`config.mk`:
```
export PLATFORM = sky130hd
export DESIGN_NAME = conv_feeder_flat
export DESIGN_NICKNAME = d
export VERILOG_FILES = /design/src/rtl/conv_feeder_if.sv /design/src/rtl/conv_feeder.sv /design/src/flat_wrapper.sv
export SDC_FILE = /design/constraint.sdc
export NUM_CORES = 1
export LEC_CHECK = 0
export CORE_MARGIN = 4
export CORE_UTILIZATION = 55
export CTS_CLUSTER_SIZE = 16
export DETAILED_ROUTE_END_ITERATION = 8
export GPL_ROUTABILITY_DRIVEN = 0
export PLACE_DENSITY = 0.94
export SLEW_MARGIN = 20
export SYNTH_ARGS = -nofsm -noshare
export SYNTH_HDL_FRONTEND = slang
export SYNTH_SLANG_ARGS = --single-unit
```
`constraint.sdc`:
```
create_clock -name CLK100MHZ -period 10.3 [get_ports CLK100MHZ]
set_input_delay 2.575 -clock CLK100MHZ [delete_from_list [all_inputs] [get_ports CLK100MHZ]]
set_output_delay 2.575 -clock CLK100MHZ [all_outputs]
set_load 0.01 [all_outputs]
```
`src/rtl/conv_feeder_if.sv`:
```
// conv_feeder_if
//   Bundles everything conv_feeder exchanges with the rest of the system,
//   except the clock and reset.
//
//   Signals:
//     Frame control:  i_start, i_kernel, o_busy, o_done
//     Pixel memory:   o_mem_addr, i_mem_data (1-cycle read latency)
//     Convolver:      o_dato0..2, o_selecK_I, o_valid, i_conv_data
//     Result memory:  o_res_addr, o_res_data, o_res_we
//
//   Modports:
//     master  the feeder itself
//     slave   the surrounding system
//
//   Build option:
//     CONV_FEEDER_PERF_EN  adds the o_cycles busy-cycle counter.
interface conv_feeder_if #(
    parameter int BIT_LEN   = 8,
    parameter int CONV_LPOS = 13,
    parameter int ADDR_LEN  = 16
);
    logic                   i_start;
    logic [9*BIT_LEN-1:0]   i_kernel;
    logic [BIT_LEN-1:0]     i_mem_data;
    logic [CONV_LPOS-1:0]   i_conv_data;
    logic [ADDR_LEN-1:0]    o_mem_addr;
    logic [BIT_LEN-1:0]     o_dato0;
    logic [BIT_LEN-1:0]     o_dato1;
    logic [BIT_LEN-1:0]     o_dato2;
    logic                   o_selecK_I;
    logic                   o_valid;
    logic [ADDR_LEN-1:0]    o_res_addr;
    logic [CONV_LPOS-1:0]   o_res_data;
    logic                   o_res_we;
    logic                   o_busy;
    logic                   o_done;
`ifdef CONV_FEEDER_PERF_EN
    logic [31:0]            o_cycles;

    modport master (
        input  i_start, i_kernel, i_mem_data, i_conv_data,
        output o_mem_addr, o_dato0, o_dato1, o_dato2, o_selecK_I, o_valid,
               o_res_addr, o_res_data, o_res_we, o_busy, o_done, o_cycles
    );
    modport slave (
        output i_start, i_kernel, i_mem_data, i_conv_data,
        input  o_mem_addr, o_dato0, o_dato1, o_dato2, o_selecK_I, o_valid,
               o_res_addr, o_res_data, o_res_we, o_busy, o_done, o_cycles
    );
`else
    modport master (
        input  i_start, i_kernel, i_mem_data, i_conv_data,
        output o_mem_addr, o_dato0, o_dato1, o_dato2, o_selecK_I, o_valid,
               o_res_addr, o_res_data, o_res_we, o_busy, o_done
    );
    modport slave (
        output i_start, i_kernel, i_mem_data, i_conv_data,
        input  o_mem_addr, o_dato0, o_dato1, o_dato2, o_selecK_I, o_valid,
               o_res_addr, o_res_data, o_res_we, o_busy, o_done
    );
`endif
endinterface

```
`src/rtl/conv_feeder.sv`:
```
// conv_feeder
//   Frame sequencer feeding a 3x3 convolver one column at a time.
//   - On start, loads the kernel as three column pushes (selecK_I = 0).
//   - Then streams every image column triple (rows r..r+2), fetched from
//     pixel memory, with selecK_I = 1.
//   - Writes each valid convolver result to the result memory.
//
//   Ports:
//     CLK100MHZ  clock; all logic is on the rising edge
//     i_reset    asynchronous, active-high reset
//     bus        conv_feeder_if.master (frame control, pixel memory,
//                convolver column interface, result memory)
//
//   Build option:
//     CONV_FEEDER_PERF_EN  drives bus.o_cycles with the number of busy
//                          cycles of the current/last frame.
//
//   state | meaning
//   IDLE  | waiting for i_start
//   K0-K2 | push kernel column 0/1/2
//   F0    | address row r
//   F1    | address row r+1, capture row r
//   F2    | address row r+2, capture row r+1
//   F3    | capture row r+2
//   PUSH  | column strobe to the convolver
//   WR    | write result (k >= 3), advance column/row
//   DONE  | end-of-frame pulse
module conv_feeder #(
    parameter int BIT_LEN   = 8,
    parameter int CONV_LPOS = 13,
    parameter int IMG_W     = 16,
    parameter int IMG_H     = 16,
    parameter int ADDR_LEN  = 16
) (
    input  logic          CLK100MHZ,
    input  logic          i_reset,
    conv_feeder_if.master bus
);
    localparam int KW = $clog2(IMG_W + 1);
    localparam int RW = $clog2(IMG_H);
    localparam int CW = 3 * BIT_LEN;

    localparam logic [KW-1:0]       K_LAST = KW'(IMG_W);
    localparam logic [KW-1:0]       K_ONE  = KW'(1);
    localparam logic [KW-1:0]       K_VAL  = KW'(3);
    localparam logic [RW-1:0]       R_LAST = RW'(IMG_H - 3);
    localparam logic [RW-1:0]       R_ONE  = RW'(1);
    localparam logic [ADDR_LEN-1:0] W_A    = ADDR_LEN'(IMG_W);
    localparam logic [ADDR_LEN-1:0] W2_A   = ADDR_LEN'(2 * IMG_W);
    localparam logic [ADDR_LEN-1:0] WR_A   = ADDR_LEN'(IMG_W - 2);
    localparam logic [ADDR_LEN-1:0] THREE_A = ADDR_LEN'(3);

    typedef enum logic [3:0] {
        IDLE, K0, K1, K2, F0, F1, F2, F3, PUSH, WR, DONE
    } state_t;

    state_t                 state_q, state_d;
    logic [KW-1:0]          k_q, k_d;
    logic [RW-1:0]          r_q, r_d;
    logic [ADDR_LEN-1:0]    rb_q, rb_d;          // r*IMG_W
    logic [ADDR_LEN-1:0]    res_rb_q, res_rb_d;  // r*(IMG_W-2)
    logic [2*CW-1:0]        kern_q, kern_d;      // kernel columns 1 and 2
    logic [BIT_LEN-1:0]     dato0_q, dato0_d;
    logic [BIT_LEN-1:0]     dato1_q, dato1_d;
    logic [BIT_LEN-1:0]     dato2_q, dato2_d;
    logic [ADDR_LEN-1:0]    k_a;

    assign k_a = ADDR_LEN'(k_q);

    always_ff @(posedge CLK100MHZ or posedge i_reset) begin
        if (i_reset) begin
            state_q  <= IDLE;
            k_q      <= '0;
            r_q      <= '0;
            rb_q     <= '0;
            res_rb_q <= '0;
            kern_q   <= '0;
            dato0_q  <= '0;
            dato1_q  <= '0;
            dato2_q  <= '0;
        end else begin
            state_q  <= state_d;
            k_q      <= k_d;
            r_q      <= r_d;
            rb_q     <= rb_d;
            res_rb_q <= res_rb_d;
            kern_q   <= kern_d;
            dato0_q  <= dato0_d;
            dato1_q  <= dato1_d;
            dato2_q  <= dato2_d;
        end
    end

    always_comb begin
        state_d  = state_q;
        k_d      = k_q;
        r_d      = r_q;
        rb_d     = rb_q;
        res_rb_d = res_rb_q;
        kern_d   = kern_q;
        dato0_d  = dato0_q;
        dato1_d  = dato1_q;
        dato2_d  = dato2_q;
        case (state_q)
            IDLE: begin
                if (bus.i_start) begin
                    // Column 0 goes straight to the output registers so it is
                    // on the bus during K0; columns 1 and 2 wait in kern_q.
                    kern_d = bus.i_kernel[9*BIT_LEN-1:CW];
                    {dato2_d, dato1_d, dato0_d} = bus.i_kernel[CW-1:0];
                    state_d = K0;
                end
            end
            K0: begin
                {dato2_d, dato1_d, dato0_d} = kern_q[CW-1:0];
                state_d = K1;
            end
            K1: begin
                {dato2_d, dato1_d, dato0_d} = kern_q[2*CW-1:CW];
                state_d = K2;
            end
            K2: begin
                k_d      = '0;
                r_d      = '0;
                rb_d     = '0;
                res_rb_d = '0;
                state_d  = F0;
            end
            F0: state_d = F1;
            F1: begin
                dato0_d = bus.i_mem_data;
                state_d = F2;
            end
            F2: begin
                dato1_d = bus.i_mem_data;
                state_d = F3;
            end
            F3: begin
                dato2_d = bus.i_mem_data;
                state_d = PUSH;
            end
            PUSH: state_d = WR;
            WR: begin
                if (k_q != K_LAST) begin
                    k_d = k_q + K_ONE;
                    if ((k_q + K_ONE) == K_LAST) begin
                        // Zero flush column: pushes out the last window of the row.
                        dato0_d = '0;
                        dato1_d = '0;
                        dato2_d = '0;
                        state_d = PUSH;
                    end else begin
                        state_d = F0;
                    end
                end else if (r_q != R_LAST) begin
                    r_d      = r_q + R_ONE;
                    k_d      = '0;
                    rb_d     = rb_q + W_A;
                    res_rb_d = res_rb_q + WR_A;
                    state_d  = F0;
                end else begin
                    state_d = DONE;
                end
            end
            DONE: state_d = IDLE;
            default: state_d = IDLE;
        endcase
    end

    always_comb begin
        bus.o_valid    = 1'b0;
        bus.o_selecK_I = 1'b0;
        bus.o_mem_addr = '0;
        bus.o_res_we   = 1'b0;
        bus.o_res_addr = '0;
        bus.o_res_data = '0;
        bus.o_busy     = (state_q != IDLE) && (state_q != DONE);
        bus.o_done     = (state_q == DONE);
        case (state_q)
            K0, K1, K2: bus.o_valid = 1'b1;
            F0: bus.o_mem_addr = rb_q + k_a;
            F1: bus.o_mem_addr = rb_q + W_A + k_a;
            F2: bus.o_mem_addr = rb_q + W2_A + k_a;
            PUSH: begin
                bus.o_valid    = 1'b1;
                bus.o_selecK_I = 1'b1;
            end
            WR: begin
                // Pushes 0..2 of a row return a stale window.
                if (k_q >= K_VAL) begin
                    bus.o_res_we   = 1'b1;
                    bus.o_res_data = bus.i_conv_data;
                    bus.o_res_addr = res_rb_q + k_a - THREE_A;
                end
            end
            default: ;
        endcase
    end

    assign bus.o_dato0 = dato0_q;
    assign bus.o_dato1 = dato1_q;
    assign bus.o_dato2 = dato2_q;

`ifdef CONV_FEEDER_PERF_EN
    logic [31:0] cycles_q;

    always_ff @(posedge CLK100MHZ or posedge i_reset) begin
        if (i_reset) begin
            cycles_q <= '0;
        end else if (state_q == IDLE && bus.i_start) begin
            cycles_q <= '0;
        end else if (bus.o_busy) begin
            cycles_q <= cycles_q + 32'd1;
        end
    end

    assign bus.o_cycles = cycles_q;
`endif
endmodule
```
`src/flat_wrapper.sv`:
```
// flat-port wrapper written by rule: the top's interface ports become plain ports
module conv_feeder_flat 
#(
    parameter int BIT_LEN   = 8,
    parameter int CONV_LPOS = 13,
    parameter int IMG_W     = 16,
    parameter int IMG_H     = 16,
    parameter int ADDR_LEN  = 16
)
  (CLK100MHZ, i_reset, bus_i_start, bus_i_kernel, bus_i_mem_data, bus_i_conv_data, bus_o_mem_addr, bus_o_dato0, bus_o_dato1, bus_o_dato2, bus_o_selecK_I, bus_o_valid, bus_o_res_addr, bus_o_res_data, bus_o_res_we, bus_o_busy, bus_o_done);
  conv_feeder_if #(.BIT_LEN(BIT_LEN), .CONV_LPOS(CONV_LPOS), .ADDR_LEN(ADDR_LEN)) bus_i ();
  input  logic CLK100MHZ;
  input  logic i_reset;
  input wire logic [$bits(bus_i.i_start)-1:0] bus_i_start;
  input wire logic [$bits(bus_i.i_kernel)-1:0] bus_i_kernel;
  input wire logic [$bits(bus_i.i_mem_data)-1:0] bus_i_mem_data;
  input wire logic [$bits(bus_i.i_conv_data)-1:0] bus_i_conv_data;
  output wire logic [$bits(bus_i.o_mem_addr)-1:0] bus_o_mem_addr;
  output wire logic [$bits(bus_i.o_dato0)-1:0] bus_o_dato0;
  output wire logic [$bits(bus_i.o_dato1)-1:0] bus_o_dato1;
  output wire logic [$bits(bus_i.o_dato2)-1:0] bus_o_dato2;
  output wire logic [$bits(bus_i.o_selecK_I)-1:0] bus_o_selecK_I;
  output wire logic [$bits(bus_i.o_valid)-1:0] bus_o_valid;
  output wire logic [$bits(bus_i.o_res_addr)-1:0] bus_o_res_addr;
  output wire logic [$bits(bus_i.o_res_data)-1:0] bus_o_res_data;
  output wire logic [$bits(bus_i.o_res_we)-1:0] bus_o_res_we;
  output wire logic [$bits(bus_i.o_busy)-1:0] bus_o_busy;
  output wire logic [$bits(bus_i.o_done)-1:0] bus_o_done;
  assign bus_i.i_start = bus_i_start;
  assign bus_i.i_kernel = bus_i_kernel;
  assign bus_i.i_mem_data = bus_i_mem_data;
  assign bus_i.i_conv_data = bus_i_conv_data;
  assign bus_o_mem_addr = bus_i.o_mem_addr;
  assign bus_o_dato0 = bus_i.o_dato0;
  assign bus_o_dato1 = bus_i.o_dato1;
  assign bus_o_dato2 = bus_i.o_dato2;
  assign bus_o_selecK_I = bus_i.o_selecK_I;
  assign bus_o_valid = bus_i.o_valid;
  assign bus_o_res_addr = bus_i.o_res_addr;
  assign bus_o_res_data = bus_i.o_res_data;
  assign bus_o_res_we = bus_i.o_res_we;
  assign bus_o_busy = bus_i.o_busy;
  assign bus_o_done = bus_i.o_done;
  conv_feeder #(.BIT_LEN(BIT_LEN), .CONV_LPOS(CONV_LPOS), .IMG_W(IMG_W), .IMG_H(IMG_H), .ADDR_LEN(ADDR_LEN)) u_core (.CLK100MHZ(CLK100MHZ), .i_reset(i_reset), .bus(bus_i));
endmodule
```
==> impl_metrics.env, run 1 <==
export IMPL_max_freq_mhz=132
export IMPL_num_vias=6968
export IMPL_nets=1059
export IMPL_hold_viol=0
export IMPL_synth_top_cell_area_share=0.382
export IMPL_path_cells="nand4bb_1 -> xnor2_1 -> ha_1 -> nand2_1 -> or4_4 -> and3_4 -> or4_4 -> o311a_1 -> a211o_1 -> clkdlybuf4s50_1"
export IMPL_fin_setup_tns_ps=0
export IMPL_fin_ws_ps=2720
export IMPL_clockBufferDepth=2
export IMPL_rsz0062_at_grt="no"
export IMPL_synth_cells=790
export IMPL_die_width_um=124
export IMPL_hold_worst_slack_ps=518
export IMPL_min_path_type="reg2reg"
export IMPL_grt_max_degree=69
export IMPL_final_layout_size_suffix_gt1_frac=0.120
export IMPL_die_area_sq_mm=0.0153
export IMPL_cts_resized=0
export IMPL_post_drt_wl_per_cell_um=20.5
export IMPL_antenna_found_initial=1
export IMPL_maxCapViolCount=0
export IMPL_routed_via_density=6.31
export IMPL_clock_sinks=112
export IMPL_routed_wl_um=22600
export IMPL_synthesis_area_sq_mm=0.00734
export IMPL_p_per_area_mw_per_mm2=211
export IMPL_grt_pass1_vias=6838
export IMPL_dr_pass1_iters=9
export IMPL_synthArstFlopShare=1.00
export IMPL_synth_main_ff_cell="dfrtp_1"
export IMPL_area_growth_pct=28.5
export IMPL_synth_fp_nets=923
export IMPL_fin_util=0.736
export IMPL_ys_seq_area_frac=0.382
export IMPL_clkTransAtPathRegs_ps=80
export IMPL_finalCriticalPeriod_ps=7580
export IMPL_ys_top_cells_by_area="dfrtp_1, mux2_2, ha_1"
export IMPL_drc=8
export IMPL_skew_ps=9.77
export IMPL_insertion_delay_ps=360
export IMPL_grt_first_pass_wirelength_um=35100
export IMPL_path_buf_inv=1
export IMPL_status="finished with violations"
export IMPL_violations="DRC"
export IMPL_syn_avg_cell_area_sq_um=9.30
export IMPL_cp_start_kind="flop"
export IMPL_drtAntennaViolNets=0
export IMPL_slew_headroom=0.323
export IMPL_worst_slew_pin_slew_ps=1010
export IMPL_path_max_fanout=21
export IMPL_cp_top_family="simple AND/OR/NAND/NOR gates"
export IMPL_p_leak_nw=4.10
export IMPL_ys_types=65
export IMPL_numCtsBuffers=9
export IMPL_cts_tree="done"
export IMPL_slowest_delay_ps=820
export IMPL_start_util=0.573
export IMPL_critPathKind="reg2out"
export IMPL_ir_drop_mv=0.174
export IMPL_finalSetupViolCount=0
export IMPL_cpMaxStageDelayCell="dfrtp_1"
export IMPL_critPathCaptureType="output pin"
export IMPL_required_ps=7730
export IMPL_postCtsHoldBufs=0
export IMPL_grt_total_usage=0.296
export IMPL_grt_remaining_overflow=0
export IMPL_rows=41
export IMPL_coreArea_sq_mm=0.0128
export IMPL_fin_crit_sh=0.736
export IMPL_p_total_mw=1.99
export IMPL_port_buffers=169
export IMPL_post_cts_setup_buffers=0
export IMPL_synth_edf_count=0
export IMPL_ys_ff_latch=112
export IMPL_root_buffer="clkbuf_16"
export IMPL_slew_viol_final=0
export IMPL_drt_first_iter_violations=1002
export IMPL_htreeDepth=3
export IMPL_num_io_pins=170
export IMPL_preCtsSetupSlack_ps=3190
export IMPL_die_height_um=124
export IMPL_cp_arrival_ps=5000
export IMPL_hpwlAfterDp_um=15700
export IMPL_yosys_warnings=0
export IMPL_synth_top_area_cell="dfrtp_1"
export IMPL_cp_common_cell="or4_4"
[cells in the final DEF, fill, tap and decap left out, types with 9 or more instances in the layout]
master and n:
nor2_1 55, a21oi_1 25, dfrtp_1 112, xor2_1 19, o22ai_1 9, ha_1 36
inv_1 42, nand2_1 74, nor3_1 13, nand3_1 28, o21ai_0 46, clkbuf_16 9
nand4_1 11, mux2_2 72, and3_1 19, a21o_1 12, a222oi_1 24, clkdlybuf4s50_1 169
and2_1 9, xnor2_1 28
[power by group]
part	total, mW	leakage [nW]	internal [mW]	switching (mW)
registers	0.745	1.41	0.598	0.147
logic	0.892	2.54	0.450	0.442
clock network	0.349	0.143	0.176	0.173
total	1.99	4.10	1.22	0.762
[metrics by stage]
step | instances | area (sq um)
after global routing | 1104 | 9440
final | 1104 | 9440
after detailed placement | 1087 | 9140
after CTS | 1103 | 9430
after global placement | 1087 | 9140
after floorplan | 790 | 7340
[cells by family (layout without fill, tap and decap cells)]
kind of cell,count (synthesis),after routing,synth area share
muxes,75,75,0.115
buffers and inverters,95,236,0.0508
xor gates and xnor gates,47,47,0.0561
other,0,1,0
AOI/OAI and AO/OA,164,164,0.155
adders and majority gates,37,37,0.0641
DFF,112,112,0.382
and+or+nand+nor,260,260,0.178
[path summary, 6_finish.rpt]
check / cells after the start / endpoint / from / slack [ps]
min: 1 / u_core.kern_q[18]$_DFFE_PP0P_ / u_core.kern_q[18]$_DFFE_PP0P_ / 520
max in group asynchronous: 3 / u_core.rb_q[4]$_DFFE_PP0P_ / i_reset / 6390
min in group asynchronous: 2 / u_core.bus.o_dato1[7]$_DFFE_PP0P_ / i_reset / 2620
max: 10 / bus_o_mem_addr[15] / u_core.state_q[2]$_DFFE_PP0N_ / 2720
max reg2reg: 8 / u_core.res_rb_q[10]$_DFFE_PP0P_ / u_core.k_q[0]$_DFFE_PP0P_ / 7040
min reg2reg: 1 / u_core.kern_q[18]$_DFFE_PP0P_ / u_core.kern_q[18]$_DFFE_PP0P_ / 520
[per-layer routing]
metal / global-route usage / vias up / part of all wire
met3: 0.0682 / 76 / 0.086
met5: 0 / - / 0
li1: - / 3122 / -
met4: 0.125 / 0 / 0.041
met2: 0.500 / 447 / 0.50
met1: 0.365 / 3323 / 0.38
[sequential cells by signal (all words and copies together) (netlist names)]
register            cells
u_core.bus.o_dato1      8
u_core.kern_q          48
u_core.bus.o_dato2      8
u_core.r_q              4
u_core.k_q              5
u_core.res_rb_q        15
u_core.bus.o_dato0      8
u_core.state_q          4
u_core.rb_q            12
[Yosys cell counts (3+ instances only)]
cell type and number:
o32ai_1 4, inv_1 43, and3_1 19, nand2_1 74, o21a_1 4, mux2_2 72, o31ai_1 5, nand2b_1 6
nor3_1 15, or3_1 7, nor2b_1 4, and2_1 9, dfrtp_1 112, nor2_1 56, xnor2_1 28, nand3_1 29
clkbuf_1 47, a21oi_1 25, a32oi_1 4, nor4bb_1 5, nor4_1 4, a21o_1 12, o21ai_0 46, mux2i_1 3
ha_1 36, o41ai_1 3, o22ai_1 9, or4_1 3, o21bai_1 4, nand4_1 11, a31oi_1 5, or2_2 5
xor2_1 19, a222oi_1 24
[cell type report]
class | instances | area [sq um]
Sequential cell | 112 | 2800
Timing Repair Buffer | 177 | 1750
Antenna cell | 1 | 2.50
Clock inverter | 5 | 46.3
Fill cell | 831 | 3390
Inverter | 43 | 164
Tap cell | 172 | 215
Multi-Input combinational cell | 583 | 4210
Clock buffer | 11 | 243
[worst reg2reg max path: cells and delay by family (launching register included)]
kind | cells | cell delay, ps
xor+xnor | 1 | 160
fa+ha+maj | 1 | 130
simple gates | 5 | 2260
buf+inv | 1 | 110
flops | 1 | 510
No activity file was read; power rests on OpenSTA's default activity.
==> run 2, diff against run 1 <==
--- a/config.mk
+++ b/config.mk
@@ -6,11 +6,11 @@
 export NUM_CORES = 1
 export LEC_CHECK = 0
 export CORE_MARGIN = 4
-export CORE_UTILIZATION = 55
+export CORE_UTILIZATION = 51
 export CTS_CLUSTER_SIZE = 16
 export DETAILED_ROUTE_END_ITERATION = 8
 export GPL_ROUTABILITY_DRIVEN = 0
-export PLACE_DENSITY = 0.94
+export PLACE_DENSITY = 0.88
 export SLEW_MARGIN = 20
 export SYNTH_ARGS = -nofsm -noshare
 export SYNTH_HDL_FRONTEND = slang
==> constraint.sdc (replaced) <==
create_clock -name CLK100MHZ -period 7.7 [get_ports CLK100MHZ]
set_input_delay 1.925 -clock CLK100MHZ [delete_from_list [all_inputs] [get_ports CLK100MHZ]]
set_output_delay 1.925 -clock CLK100MHZ [all_outputs]
set_load 0.01 [all_outputs]
==> run 2 against run 1 <==
  * The flow still finishes with violations (DRC)
  * Core utilization shrank 6.0 points
  * Global-route usage shrank 4.3 points
  * Sequential power grew 30%
  * Design area grew 0.13%
  * Register-to-register slack lost 2600 ps
  * Clock skew is essentially flat
  * Setup slack lost 1300 ps
  * Worst hold slack lost 7.2 ps
  * Largest cell class unchanged
==> impl_metrics.env, run 2 (synthesis gave the netlist of run 1 again) <==
export IMPL_cts_resized=0
export IMPL_routed_wl_um=20900
export IMPL_drtAntennaViolNets=0
export IMPL_routed_via_density=6.08
export IMPL_worst_slew_pin_slew_ps=1050
export IMPL_status="finished with violations"
export IMPL_ir_drop_mv=0.239
export IMPL_postCtsHoldBufs=0
export IMPL_preCtsSetupSlack_ps=1810
export IMPL_clock_sinks=112
export IMPL_finalSetupViolCount=0
export IMPL_top_regs="u_core.kern_q (48), u_core.res_rb_q (15), u_core.rb_q (12)"
export IMPL_grt_pass1_vias=6571
export IMPL_die_width_um=128
export IMPL_post_cts_setup_buffers=0
export IMPL_cp_start_kind="flop"
export IMPL_drc=6
export IMPL_min_path_type="reg2reg"
export IMPL_grt_total_usage=0.253
export IMPL_max_freq_mhz=158
export IMPL_final_layout_size_suffix_gt1_frac=0.120
export IMPL_die_area_sq_mm=0.0164
export IMPL_dr_pass1_iters=9
export IMPL_required_ps=5780
export IMPL_start_util=0.525
export IMPL_top_register="u_core.kern_q"
export IMPL_numCtsBuffers=9
export IMPL_slew_headroom=0.294
export IMPL_rsz0062_at_grt="no"
export IMPL_clockBufferDepth=2
export IMPL_fin_setup_tns_ps=0
export IMPL_fin_crit_sh=0.821
export IMPL_grt_remaining_overflow=0
export IMPL_diodes=0
export IMPL_drt_first_iter_violations=853
export IMPL_area_growth_pct=28.7
export IMPL_stdcell_count=1112
export IMPL_port_buffers=169
export IMPL_fin_ws_ps=1380
export IMPL_mostFrequentLayoutCells="clkdlybuf4s50_1, dfrtp_1, nand2_1, mux2_2, nor2_1"
export IMPL_cts_tree="done"
export IMPL_path_max_fanout=23
export IMPL_nets=1060
export IMPL_largest_reg_flops=48
export IMPL_antenna_found_initial=0
export IMPL_fin_util=0.676
export IMPL_htreeDepth=3
export IMPL_skew_ps=9.95
export IMPL_hold_worst_slack_ps=511
export IMPL_n_fill_cell=1067
export IMPL_layout_commonest_cell="clkdlybuf4s50_1"
export IMPL_place_inst=1096
export IMPL_clkTransAtPathRegs_ps=80
export IMPL_final_area_sq_mm=0.00945
export IMPL_p_leak_nw=4.10
export IMPL_finalCriticalPeriod_ps=6320
export IMPL_coreArea_sq_mm=0.0140
export IMPL_insertion_delay_ps=360
export IMPL_root_buffer="clkbuf_16"
export IMPL_dpl_cell_area_sq_mm=0.00916
export IMPL_num_vias=6757
export IMPL_maxCapViolCount=0
export IMPL_hpwlAfterDp_um=15200
export IMPL_post_drt_wl_per_cell_um=18.8
export IMPL_die_height_um=128
export IMPL_slew_viol_final=0
export IMPL_p_total_mw=2.59
export IMPL_p_per_area_mw_per_mm2=274
export IMPL_critPathKind="reg2out"
export IMPL_grt_first_pass_wirelength_um=33200
export IMPL_critPathCaptureType="output pin"
export IMPL_cp_arrival_ps=4390
export IMPL_grt_max_degree=78
export IMPL_hold_viol=0
export IMPL_rows=43
export IMPL_violations="DRC"
export IMPL_num_io_pins=170
run 2: cell count changes in the layout (fill, tap and decap cells not counted):
cell,delta
nor2_2,-1
inv_6,-1
nor2_1,+1
clkinv_4,+1
diode_2,-1
buf_4,+1
run 2: worst max-delay path: stages, from the launching register on:
cell	delay, ps
dfrtp_1	810
nand4bb_1	220
buf_4	250
xnor2_1	140
ha_1	260
nand2_1	80
or4_4	430
and3_4	220
or4_4	560
o311a_1	360
a211o_1	220
clkdlybuf4s50_1	470
run 2: area by class of cell:
type,count,area [sq um],share of cell area
Inverter,43,164,0.0173
Timing Repair Buffer,178,1760,0.186
Sequential cell,112,2800,0.297
Multi-Input combinational cell,583,4210,0.446
Tap cell,180,225,0.0238
Clock inverter,5,46.3,0.00490
Clock buffer,11,243,0.0257
run 2: path summary, 6_finish.rpt:
kind                       cells past startpoint                              start  slack [ps]                                end
setup / recovery                              11      u_core.state_q[3]$_DFFE_PP0N_        1380                 bus_o_mem_addr[15]
hold / removal                                 1  u_core.bus.o_dato1[0]$_DFFE_PP0P_         510  u_core.bus.o_dato1[0]$_DFFE_PP0P_
setup reg to reg                               8          u_core.k_q[0]$_DFFE_PP0P_        4440    u_core.res_rb_q[10]$_DFFE_PP0P_
hold reg to reg                                1  u_core.bus.o_dato1[0]$_DFFE_PP0P_         510  u_core.bus.o_dato1[0]$_DFFE_PP0P_
max in group asynchronous                      3                            i_reset        4430      u_core.kern_q[34]$_DFFE_PP0P_
min in group asynchronous                      2                            i_reset        1940      u_core.state_q[3]$_DFFE_PP0N_
run 2: power by group:
| part | internal [mW] | total [mW] | switching (mW) |
|---|---|---|---|
| clock | 0.235 | 0.463 | 0.228 |
| sequential | 0.800 | 0.968 | 0.168 |
| combinational | 0.604 | 1.16 | 0.554 |
| total | 1.64 | 2.59 | 0.949 |
run 2: routing by layer:
metal,GRT usage,routed length (um),up-vias
li1,-,-,3127
met1,0.316,8380,3303
met2,0.424,10300,295
met3,0.0783,1700,32
met4,0.0712,487,0
met5,0,0,-
